### config.mk
export PLATFORM = sky130hd
export DESIGN_NAME = score_update_sequencer
export DESIGN_NICKNAME = d
export VERILOG_FILES = /design/src/rtl/score_pkg.sv /design/src/rtl/bcd_digit_add.sv /design/src/rtl/score_update_sequencer.sv
export SDC_FILE = /design/constraint.sdc
export NUM_CORES = 1
export LEC_CHECK = 0
export ABC_AREA = 1
export BUFFER_PORTS_ARGS = -buffer_cell sky130_fd_sc_hd__buf_2
export CAP_MARGIN = 20
export CORE_MARGIN = 10
export CORE_UTILIZATION = 30
export DETAILED_ROUTE_END_ITERATION = 10
export PLACE_DENSITY = 0.53
export SYNTH_ARGS = -nofsm -noshare
export SYNTH_HDL_FRONTEND = slang
export SYNTH_HIERARCHICAL = 1
export SYNTH_SLANG_ARGS = --single-unit
### constraint.sdc
create_clock -name clk -period 10.3 [get_ports clk]
set_input_delay 0 -clock clk [delete_from_list [all_inputs] [get_ports clk]]
set_output_delay 0 -clock clk [all_outputs]
set_load 0.05 [all_outputs]
### src/rtl/score_pkg.sv
// Shared types and constants for the BCD score update sequencer.
package score_pkg;

  localparam int BCD_W = 4;
  localparam logic [BCD_W-1:0] BCD_MAX = 4'd9;

  typedef enum logic [2:0] {
    IDLE  = 3'd0,
    ADD_U = 3'd1,
    ADD_T = 3'd2,
    ADD_H = 3'd3,
    FIN   = 3'd4
  } state_t;

  // Packed so that a plain vector compare orders scores numerically.
  typedef struct packed {
    logic [BCD_W-1:0] hunds;
    logic [BCD_W-1:0] tens;
    logic [BCD_W-1:0] units;
  } score_t;

  function automatic score_t score_zero();
    score_t z;
    z.hunds = 4'd0;
    z.tens  = 4'd0;
    z.units = 4'd0;
    return z;
  endfunction

endpackage

### src/rtl/bcd_digit_add.sv
// Combinational single-digit BCD adder: a (0..9) plus b (0..15 or carry) gives a
// decimal digit and a decimal carry of 0..2.
module bcd_digit_add
  import score_pkg::*;
(
  input  logic [BCD_W-1:0] a,
  input  logic [BCD_W:0]   b,
  output logic [BCD_W-1:0] digit,
  output logic [1:0]       carry
);

  logic [5:0] sum_s;

  // Subtracting 20 or 10 is done on the low nibble only; the result always fits 0..9.
  always_comb begin
    sum_s = {2'b00, a} + {1'b0, b};
    if (sum_s >= 6'd20) begin
      digit = sum_s[3:0] - 4'd4;
      carry = 2'd2;
    end else if (sum_s >= 6'd10) begin
      digit = sum_s[3:0] - 4'd10;
      carry = 2'd1;
    end else begin
      digit = sum_s[3:0];
      carry = 2'd0;
    end
  end

endmodule

### src/rtl/score_update_sequencer.sv
// BCD score update sequencer: adds n to a 3-digit BCD score one digit per cycle.
// Optional feature macro HIGH_SCORE_EN adds the hi_hunds/hi_tens/hi_units high-score outputs.
module score_update_sequencer
  import score_pkg::*;
#(
  parameter int unsigned MAX_HUNDS = 9
) (
  input  logic             clk,
  input  logic             rst,
  input  logic             upd,
  input  logic [3:0]       n,
  input  logic             clr,
  output logic             busy,
  output logic             done,
  output logic             drop,
  output logic             sat,
  output logic [BCD_W-1:0] hunds,
  output logic [BCD_W-1:0] tens,
  output logic [BCD_W-1:0] units
`ifdef HIGH_SCORE_EN
  ,
  output logic [BCD_W-1:0] hi_hunds,
  output logic [BCD_W-1:0] hi_tens,
  output logic [BCD_W-1:0] hi_units
`endif
);

  localparam logic [BCD_W-1:0] MAX_H = 4'(MAX_HUNDS);

  state_t           state_r;
  score_t           score_r;
  logic [3:0]       n_q_r;
  logic [1:0]       carry_r;
  logic             pend_vld_r;
  logic [3:0]       pend_n_r;
  logic             busy_r;
  logic             done_r;
  logic             sat_r;

  logic [BCD_W-1:0] op_a_s;
  logic [BCD_W:0]   op_b_s;
  logic [BCD_W-1:0] add_digit_s;
  logic [1:0]       add_carry_s;
  logic             ovf_s;
  score_t           new_score_s;
  logic             consume_s;
  logic             drop_s;
  logic             store_s;

  // Route the digit being worked on in this state into the shared adder.
  always_comb begin
    op_a_s = 4'd0;
    op_b_s = 5'd0;
    case (state_r)
      ADD_U: begin
        op_a_s = score_r.units;
        op_b_s = {1'b0, n_q_r};
      end
      ADD_T: begin
        op_a_s = score_r.tens;
        op_b_s = {3'b000, carry_r};
      end
      ADD_H: begin
        op_a_s = score_r.hunds;
        op_b_s = {3'b000, carry_r};
      end
      default: begin
        op_a_s = 4'd0;
        op_b_s = 5'd0;
      end
    endcase
  end

  bcd_digit_add u_add (
    .a     (op_a_s),
    .b     (op_b_s),
    .digit (add_digit_s),
    .carry (add_carry_s)
  );

  // Hundreds result and saturation decision; only meaningful in ADD_H.
  always_comb begin
    ovf_s = (add_carry_s != 2'd0) || (add_digit_s > MAX_H);
    if (ovf_s) begin
      new_score_s.hunds = MAX_H;
      new_score_s.tens  = BCD_MAX;
      new_score_s.units = BCD_MAX;
    end else begin
      new_score_s.hunds = add_digit_s;
      new_score_s.tens  = score_r.tens;
      new_score_s.units = score_r.units;
    end
  end

  // Pending-buffer bookkeeping: a slot freed by consumption this cycle can take the new upd.
  always_comb begin
    consume_s = pend_vld_r && ((state_r == IDLE) || (state_r == FIN));
    drop_s    = upd && (clr || (pend_vld_r && !consume_s));
    store_s   = upd && !drop_s && !((state_r == IDLE) && !pend_vld_r);
  end

  // Main sequencer; rst and clr reset the same state (the high score is kept elsewhere).
  always_ff @(posedge clk) begin
    if (rst || clr) begin
      state_r    <= IDLE;
      score_r    <= score_zero();
      n_q_r      <= 4'd0;
      carry_r    <= 2'd0;
      pend_vld_r <= 1'b0;
      pend_n_r   <= 4'd0;
      busy_r     <= 1'b0;
      done_r     <= 1'b0;
      sat_r      <= 1'b0;
    end else begin
      done_r <= 1'b0;
      if (store_s) begin
        pend_vld_r <= 1'b1;
        pend_n_r   <= n;
      end else if (consume_s) begin
        pend_vld_r <= 1'b0;
      end
      case (state_r)
        IDLE: begin
          if (pend_vld_r) begin
            n_q_r   <= pend_n_r;
            state_r <= ADD_U;
            busy_r  <= 1'b1;
          end else if (upd) begin
            n_q_r   <= n;
            state_r <= ADD_U;
            busy_r  <= 1'b1;
          end else begin
            state_r <= IDLE;
            busy_r  <= 1'b0;
          end
        end
        ADD_U: begin
          score_r.units <= add_digit_s;
          carry_r       <= add_carry_s;
          state_r       <= ADD_T;
        end
        ADD_T: begin
          score_r.tens <= add_digit_s;
          carry_r      <= add_carry_s;
          state_r      <= ADD_H;
        end
        ADD_H: begin
          score_r <= new_score_s;
          carry_r <= 2'd0;
          if (ovf_s) begin
            sat_r <= 1'b1;
          end
          done_r  <= 1'b1;
          state_r <= FIN;
        end
        FIN: begin
          if (pend_vld_r) begin
            n_q_r   <= pend_n_r;
            state_r <= ADD_U;
            busy_r  <= 1'b1;
          end else begin
            state_r <= IDLE;
            busy_r  <= 1'b0;
          end
        end
        default: begin
          state_r <= IDLE;
          busy_r  <= 1'b0;
        end
      endcase
    end
  end

`ifdef HIGH_SCORE_EN
  score_t hi_r;

  // Latch a new high score on the edge entering FIN so it is visible alongside done.
  always_ff @(posedge clk) begin
    if (rst) begin
      hi_r <= score_zero();
    end else if (!clr && (state_r == ADD_H) && (new_score_s > hi_r)) begin
      hi_r <= new_score_s;
    end
  end

  assign hi_hunds = hi_r.hunds;
  assign hi_tens  = hi_r.tens;
  assign hi_units = hi_r.units;
`endif

  assign busy  = busy_r;
  assign done  = done_r;
  assign sat   = sat_r;
  assign hunds = score_r.hunds;
  assign tens  = score_r.tens;
  assign units = score_r.units;
  // drop flags the rejection in the same cycle as the offending upd.
  assign drop  = drop_s && !rst;

endmodule

**After elaboration in Yosys (flattened, before gate mapping)**

Index checks and enable logic that the tools add are counted.

- Flip-flop bits (word level): 29
- Bits of input ports: 8
- Word-level logic and storage cells: 79

- Add/subtract/negate cells: 3
- Magnitude comparators: 3
- Equality and inequality tests: 7
- Mux-type cells: 25
- Reduce and logical (&&, ||, !) cells: 30

Operator list:

| cell | count |
|---|---|
| 4-bit one-hot mux with 2 select lines | 4 |
| 4-bit two-way mux | 5 |
| 3-bit one-hot mux with 5 select lines | 1 |
| 12-bit two-way mux | 1 |
| 4-bit one-hot mux with 3 select lines | 1 |
| 2-bit nonzero test | 6 |
| 1-bit two-way mux | 10 |
| 1-bit logical AND | 7 |
| 3-bit by 2-bit == test with 1-bit output (second input constant) | 2 |
| 6-bit by 4-bit >= comparator with 1-bit output (second input constant) | 1 |
| 6-bit by 5-bit >= comparator with 1-bit output (second input constant) | 1 |
| 2-bit AND reduction | 3 |
| 4-bit by 4-bit adder with 5-bit output | 1 |
| 1-bit logical NOT | 5 |
| 4-bit > comparator (second input constant) | 1 |
| 1-bit logical OR | 4 |
| 2-bit != test (second input constant) | 2 |
| 2-bit one-hot mux with 2 select lines | 1 |
| 2-bit OR reduction | 2 |
| 4-bit by 3-bit subtractor with 4-bit output (second input constant) | 1 |
| 4-bit subtractor (second input constant) | 1 |
| 3-bit by 1-bit == test with 1-bit output (second input constant) | 1 |
| 3-bit == test (second input constant) | 1 |
| 3-bit logical NOT | 1 |
| other kinds (5) | 5 |

**Longest topological paths before layout**

- Word-level depth: 11
- Depth in mapped cells: 28
- Depth with buffers taken out: 28

**By module**

Netlist, hierarchy kept.

Modules (own cells, without submodules):

| module | instances | cells each | area each (um^2) | seq. area each (um^2) |
|---|---|---|---|---|
| score_update_sequencer | 1 | 191 | 1321.3 | 580.6 |
| bcd_digit_add | 1 | 78 | 495.5 | 0.0 |

**Worst setup path after synthesis**

OpenSTA, ideal clock, no wires.

- Path kind: reg-to-reg
- Start point: reg state_r[0]
- End point: reg units[0] (netlist name)
- Library setup time: 0.116 ns
- Arrival time: 3.237 ns
- Data required time: 10.184 ns
- Path slack: 6.947 ns
- Cell stages (with the launch flop): 26
- Cell sequence: dfxtp_1 inv_1 nor3_4 inv_1 o21ai_0 ha_1 inv_1 fa_1 inv_1 nand2_1 nand2_2 inv_1 ha_1 nand3_1 nand2_1 nand3b_4 a21oi_4 nand2_1 nand2_1 nand2_1 nor2_1 nand2_1 nand3_4 nand2_1 o21ai_0 inv_1

- Longest elaborated chain between the ends: 11
- Elaborated cells on any way between the ends: 22
- Those cells by class: add/sub (3); order compare (3); eq/ne (4); mux (7); reduce/logical (5)

Ends and longest elaborated chain:

| item | line | RTL |
|---|---|---|
| start, declared | score_update_sequencer.sv:30 | `state_t state_r;` |
| start signal, assigned | score_update_sequencer.sv:105 | `state_r <= IDLE;` |
| start signal, assigned | score_update_sequencer.sv:126 | `state_r <= ADD_U;` |
| start signal, assigned | score_update_sequencer.sv:130 | `state_r <= ADD_U;` |
| 3-bit by 2-bit == test with 1-bit output | score_update_sequencer.sv:54 | `case (state_r)` |
| 2-bit OR reduction (no line) | - |  |
| 4-bit one-hot mux with 2 select lines (*) | score_update_sequencer.sv:54 |  |
| via op_b_s[0] | score_update_sequencer.sv:41 | `logic [BCD_W:0] op_b_s;` |
| 4-bit by 4-bit adder with 5-bit output (*) | bcd_digit_add.sv:16 | `sum_s = {2'b00, a} + {1'b0, b};` |
| 6-bit by 4-bit >= comparator with 1-bit output or 4-bit subtractor (tied branches) | bcd_digit_add.sv:20, bcd_digit_add.sv:21 |  |
| 4-bit two-way mux | bcd_digit_add.sv:20 | `end else if (sum_s >= 6'd10) begin` |
| 4-bit two-way mux (*) | bcd_digit_add.sv:17 | `if (sum_s >= 6'd20) begin` |
| via add_digit_s[1] | score_update_sequencer.sv:42 | `logic [BCD_W-1:0] add_digit_s;` |
| 4-bit > comparator (*) | score_update_sequencer.sv:83 | `ovf_s = (add_carry_s != 2'd0) \|\| (add_digit_s > MAX_H);` |
| 1-bit logical OR (*) | score_update_sequencer.sv:83 |  |
| 2-bit != test (no line) (*) | - |  |
| 2-bit AND reduction (no line) (*) | - |  |

The timed path passes the listed nets; every way through them passes the cells marked *.
A chain may end at the register's enable or synchronous reset.

**Worst setup path after layout**

- Start point: reg state_r[1]
- End point: reg units[0] (netlist name)

- Elaborated cells on any way between the ends: 22
- Those cells by class: add/sub (3); order compare (3); eq/ne (4); mux (7); reduce/logical (5)

RTL lines:

| item | line | RTL |
|---|---|---|
| 3-bit by 2-bit == test with 1-bit output or 3-bit by 1-bit == test with 1-bit output (tied branches) | score_update_sequencer.sv:54 |  |
| 4-bit one-hot mux with 3 select lines (*) | score_update_sequencer.sv:54 |  |
| via op_a_s[0] | score_update_sequencer.sv:40 | `logic [BCD_W-1:0] op_a_s;` |
| 4-bit by 4-bit adder with 5-bit output (*) | bcd_digit_add.sv:16 |  |
| 6-bit by 4-bit >= comparator with 1-bit output or 4-bit subtractor (tied branches) | bcd_digit_add.sv:20, bcd_digit_add.sv:21 |  |
| 4-bit two-way mux | bcd_digit_add.sv:20 |  |
| 4-bit two-way mux (*) | bcd_digit_add.sv:17 |  |
| via add_digit_s[1] | score_update_sequencer.sv:42 |  |
| 4-bit > comparator (*) | score_update_sequencer.sv:83 |  |
| 1-bit logical OR (*) | score_update_sequencer.sv:83 |  |
| 2-bit != test (no line) (*) | - |  |
| 2-bit AND reduction (no line) (*) | - |  |

Marked as above.

==> results.json <==
{
  "synth-edff-count": 0,
  "cap_violations": 0,
  "syn2layout_area_growth_pct": 17.9,
  "htreeDepth": 2,
  "min_period_ps": 4040,
  "grt_overflow": 0,
  "clockBufferDepth": 2,
  "min_path_cells": 4,
  "grt_pass1_vias": 1627,
  "max_stage_delay_ps": 590,
  "cts_sinks": 29,
  "wire_per_inst_um": 11.4,
  "worstRegToRegCells": 25,
  "ff2ff_setup_slack_ps": 6260,
  "fillers": 654,
  "ir_worst_vdd_v": 0.0000619,
  "max_slew.worst_pin.slew_ps": 774,
  "mostFrequentLayoutCell": "nand2_1",
  "pre_cts_slack_ps": 6330,
  "fin_crit_sh": 0.392,
  "numCtsBuffers": 5,
  "critPathMaxFanout": 11,
  "io-pin-count": 24,
  "nets": 316,
  "r2r-end": "units[0]$_SDFFE_PP0P_",
  "globalplace.congestion": 0.868,
  "crit_family": "simple AND/OR/NAND/NOR gates",
  "crit_path_start_kind": "register",
  "timing.fmax_mhz": 247,
  "drive_gt1_frac": 0.190,
  "synth_top_flop_cell": "dfxtp_1",
  "die_h_um": 97.8,
  "hold_viol_final": 0,
  "drt_iter0_drc": 106,
  "core_area_um2": 5890,
  "synthCells": 269,
  "num_antenna_cells": 0,
  "post_cts_buffers": 0,
  "ys_seq_elements": 29,
  "final_cell_mix": "nand2_1 (69), inv_1 (42), nor2_1 (29), dfxtp_1 (29), buf_2 (23)",
  "grt_usage": 0.0923,
  "path_buf_inv": 4,
  "slew_headroom": 0.482,
  "fin_tns_setup_ps": 0,
  "synthesis.area_um2": 1820,
  "root_buffer": "clkbuf_8",
  "worst_slack_ps": 6260,
  "synth_area_leader_cell": "dfxtp_1",
  "drt_wl_total_um": 4270,
  "min_to": "pend_n_r[0]$_SDFFE_PP0P_",
  "clkTransAtPathRegs_ps": 70,
  "setup_violations": 0,
  "hp-start": "rst",
  "holdWs_ps": 14.2,
  "end_kind": "register",
  "slew_viol_final": 0,
  "crit_top_cell": "nand2_1",
  "seqCellArea_um2": 581,
  "grt_pass1_wl_um": 7660,
  "ctsResizeCount": 0,
  "ys_warn_count": 6,
  "skew_ps": 5.46,
  "multiInputGateArea_um2": 1060,
  "antenna_left": 0,
  "slowest_stage": "nor2_1",
  "clock_latency_ps": 280,
  "hpwl_um": 3490,
  "syn_area_per_cell_um2": 6.75,
  "async_flop_share": 0,
  "die_w_um": 97.8,
  "hp-class": "input pin to register",
  "critPathArrivalTime_ps": 4220,
  "rsz0062_at_grt": "false",
  "io_buffers": 23,
  "p_per_area_nw_per_um2": 125,
  "synth.distinct_cells": 29,
  "r2r-start": "state_r[1]$_SDFF_PP0_",
  "initial_utilization": 0.309,
  "dr.pass1.iters": 4,
  "critPathRequiredTime_ps": 10470,
  "ctsHoldBuffers": 0,
  "synth_top_area_frac": 0.320,
  "outcome": "completed",
  "num_vias": 1696,
  "routed_via_density": 4.52,
  "antenna_found_initial": 0,
  "dieArea_um2": 9570,
  "power.leakage_nw": 1.07,
  "critPathKind": "register to register",
  "cts_tree": "built",
  "synth.area.top_cells": "dfxtp_1 (32%), nand2_1 (14%), inv_1 (8.7%)",
  "drc": 0,
  "grt_max_degree": 25,
  "synth_seq_area_share": 0.320,
  "rows": 28
}
[final cells by class]
cell class | instances | share of cell area
Inverter | 46 | 0.0806
Sequential cell | 29 | 0.271
Multi-Input combinational cell | 194 | 0.495
Clock inverter | 2 | 0.0175
Timing Repair Buffer | 23 | 0.0537
Tap cell | 75 | 0.0438
Clock buffer | 6 | 0.0386
[sequential cells by signal, indices dropped and copies added (netlist names)]
signal      cells
busy            1
carry_r         2
done            1
hunds           4
n_q_r           4
pend_n_r        4
pend_vld_r      1
sat             1
state_r         3
tens            4
units           4
[cell families (layout without fill, tap and decap cells)]
group,count (synthesis),after routing,synth area share
fa+ha+maj,9,9,0.0661
compound gates,39,39,0.127
flops,29,29,0.320
buf+inv,49,77,0.103
simple gates,142,142,0.382
other cells,1,4,0.00206
[cells in the mapped netlist, types with 2 or more instances]
cell type	number
nand2_1	69
inv_1	42
dfxtp_1	29
nor2_1	29
a21oi_1	20
nand3_1	15
o21ai_0	11
ha_1	8
nand2_2	7
a22oi_1	5
nand4_1	5
inv_2	4
nand2_4	4
nor2_2	3
clkbuf_1	2
nand3_2	2
nand3b_1	2
[layer usage]
| layer | share of wire | vias up | global-route usage | wire length, um |
|---|---|---|---|---|
| met5 | 0 | - | 0 | 0 |
| met4 | 0.0084 | 0 | 0.0302 | 36 |
| met3 | 0.058 | 4 | 0.0289 | 249 |
| met2 | 0.43 | 38 | 0.139 | 1860 |
| met1 | 0.50 | 749 | 0.122 | 2130 |
| li1 | - | 905 | - | - |
[power breakdown]
| group | switching (W) | internal (W) | total, W |
|---|---|---|---|
| Clock | 0.0000461 | 0.0000786 | 0.000125 |
| Sequential | 0.00000105 | 0.000114 | 0.000115 |
| Combinational | 0.0000193 | 0.00000801 | 0.0000274 |
[worst register-to-register path, cell delays in order, from the launching register on]
cell	delay [ps]
dfxtp_1	420
nand2_1	70
nor2_1	590
a22oi_1	190
nand2_1	110
ha_1	190
inv_1	60
fa_1	380
inv_1	80
nand2_1	60
nand2_2	130
inv_1	110
ha_1	190
nand3_1	70
nand2_1	50
nand3b_4	160
a21oi_4	180
nand2_1	100
nand2_1	70
nand2_1	110
nor2_1	110
nand2_1	90
nand3_4	120
nand2_1	80
o21ai_0	170
inv_1	50
[worst max-delay path by stage]
stage	from	end	slack, ps	cells past startpoint
floorplan	state_r[0]$_SDFF_PP0_	units[0]$_SDFFE_PP0P_	6950	25
detailed placement	state_r[1]$_SDFF_PP0_	units[0]$_SDFFE_PP0P_	6330	25
global route	state_r[1]$_SDFF_PP0_	units[0]$_SDFFE_PP0P_	5750	25
CTS	state_r[1]$_SDFF_PP0_	units[0]$_SDFFE_PP0P_	6290	25
finish	state_r[1]$_SDFF_PP0_	units[0]$_SDFFE_PP0P_	6260	25
global placement	state_r[1]$_SDFF_PP0_	hunds[2]$_SDFFE_PP0N_	6370	24
[per-stage QoR]
stage	area, um2	total power [W]	utilization	instances
detailed placement	2020	0.000145	0.344	367
global route	2140	0.000278	0.364	375
finish	2140	0.000267	0.364	375
floorplan	1830	0.000138	-	272
global placement	2020	0.000145	0.344	367
CTS	2140	0.000271	0.364	375
Note: power is estimated with default switching activity, not from simulation.
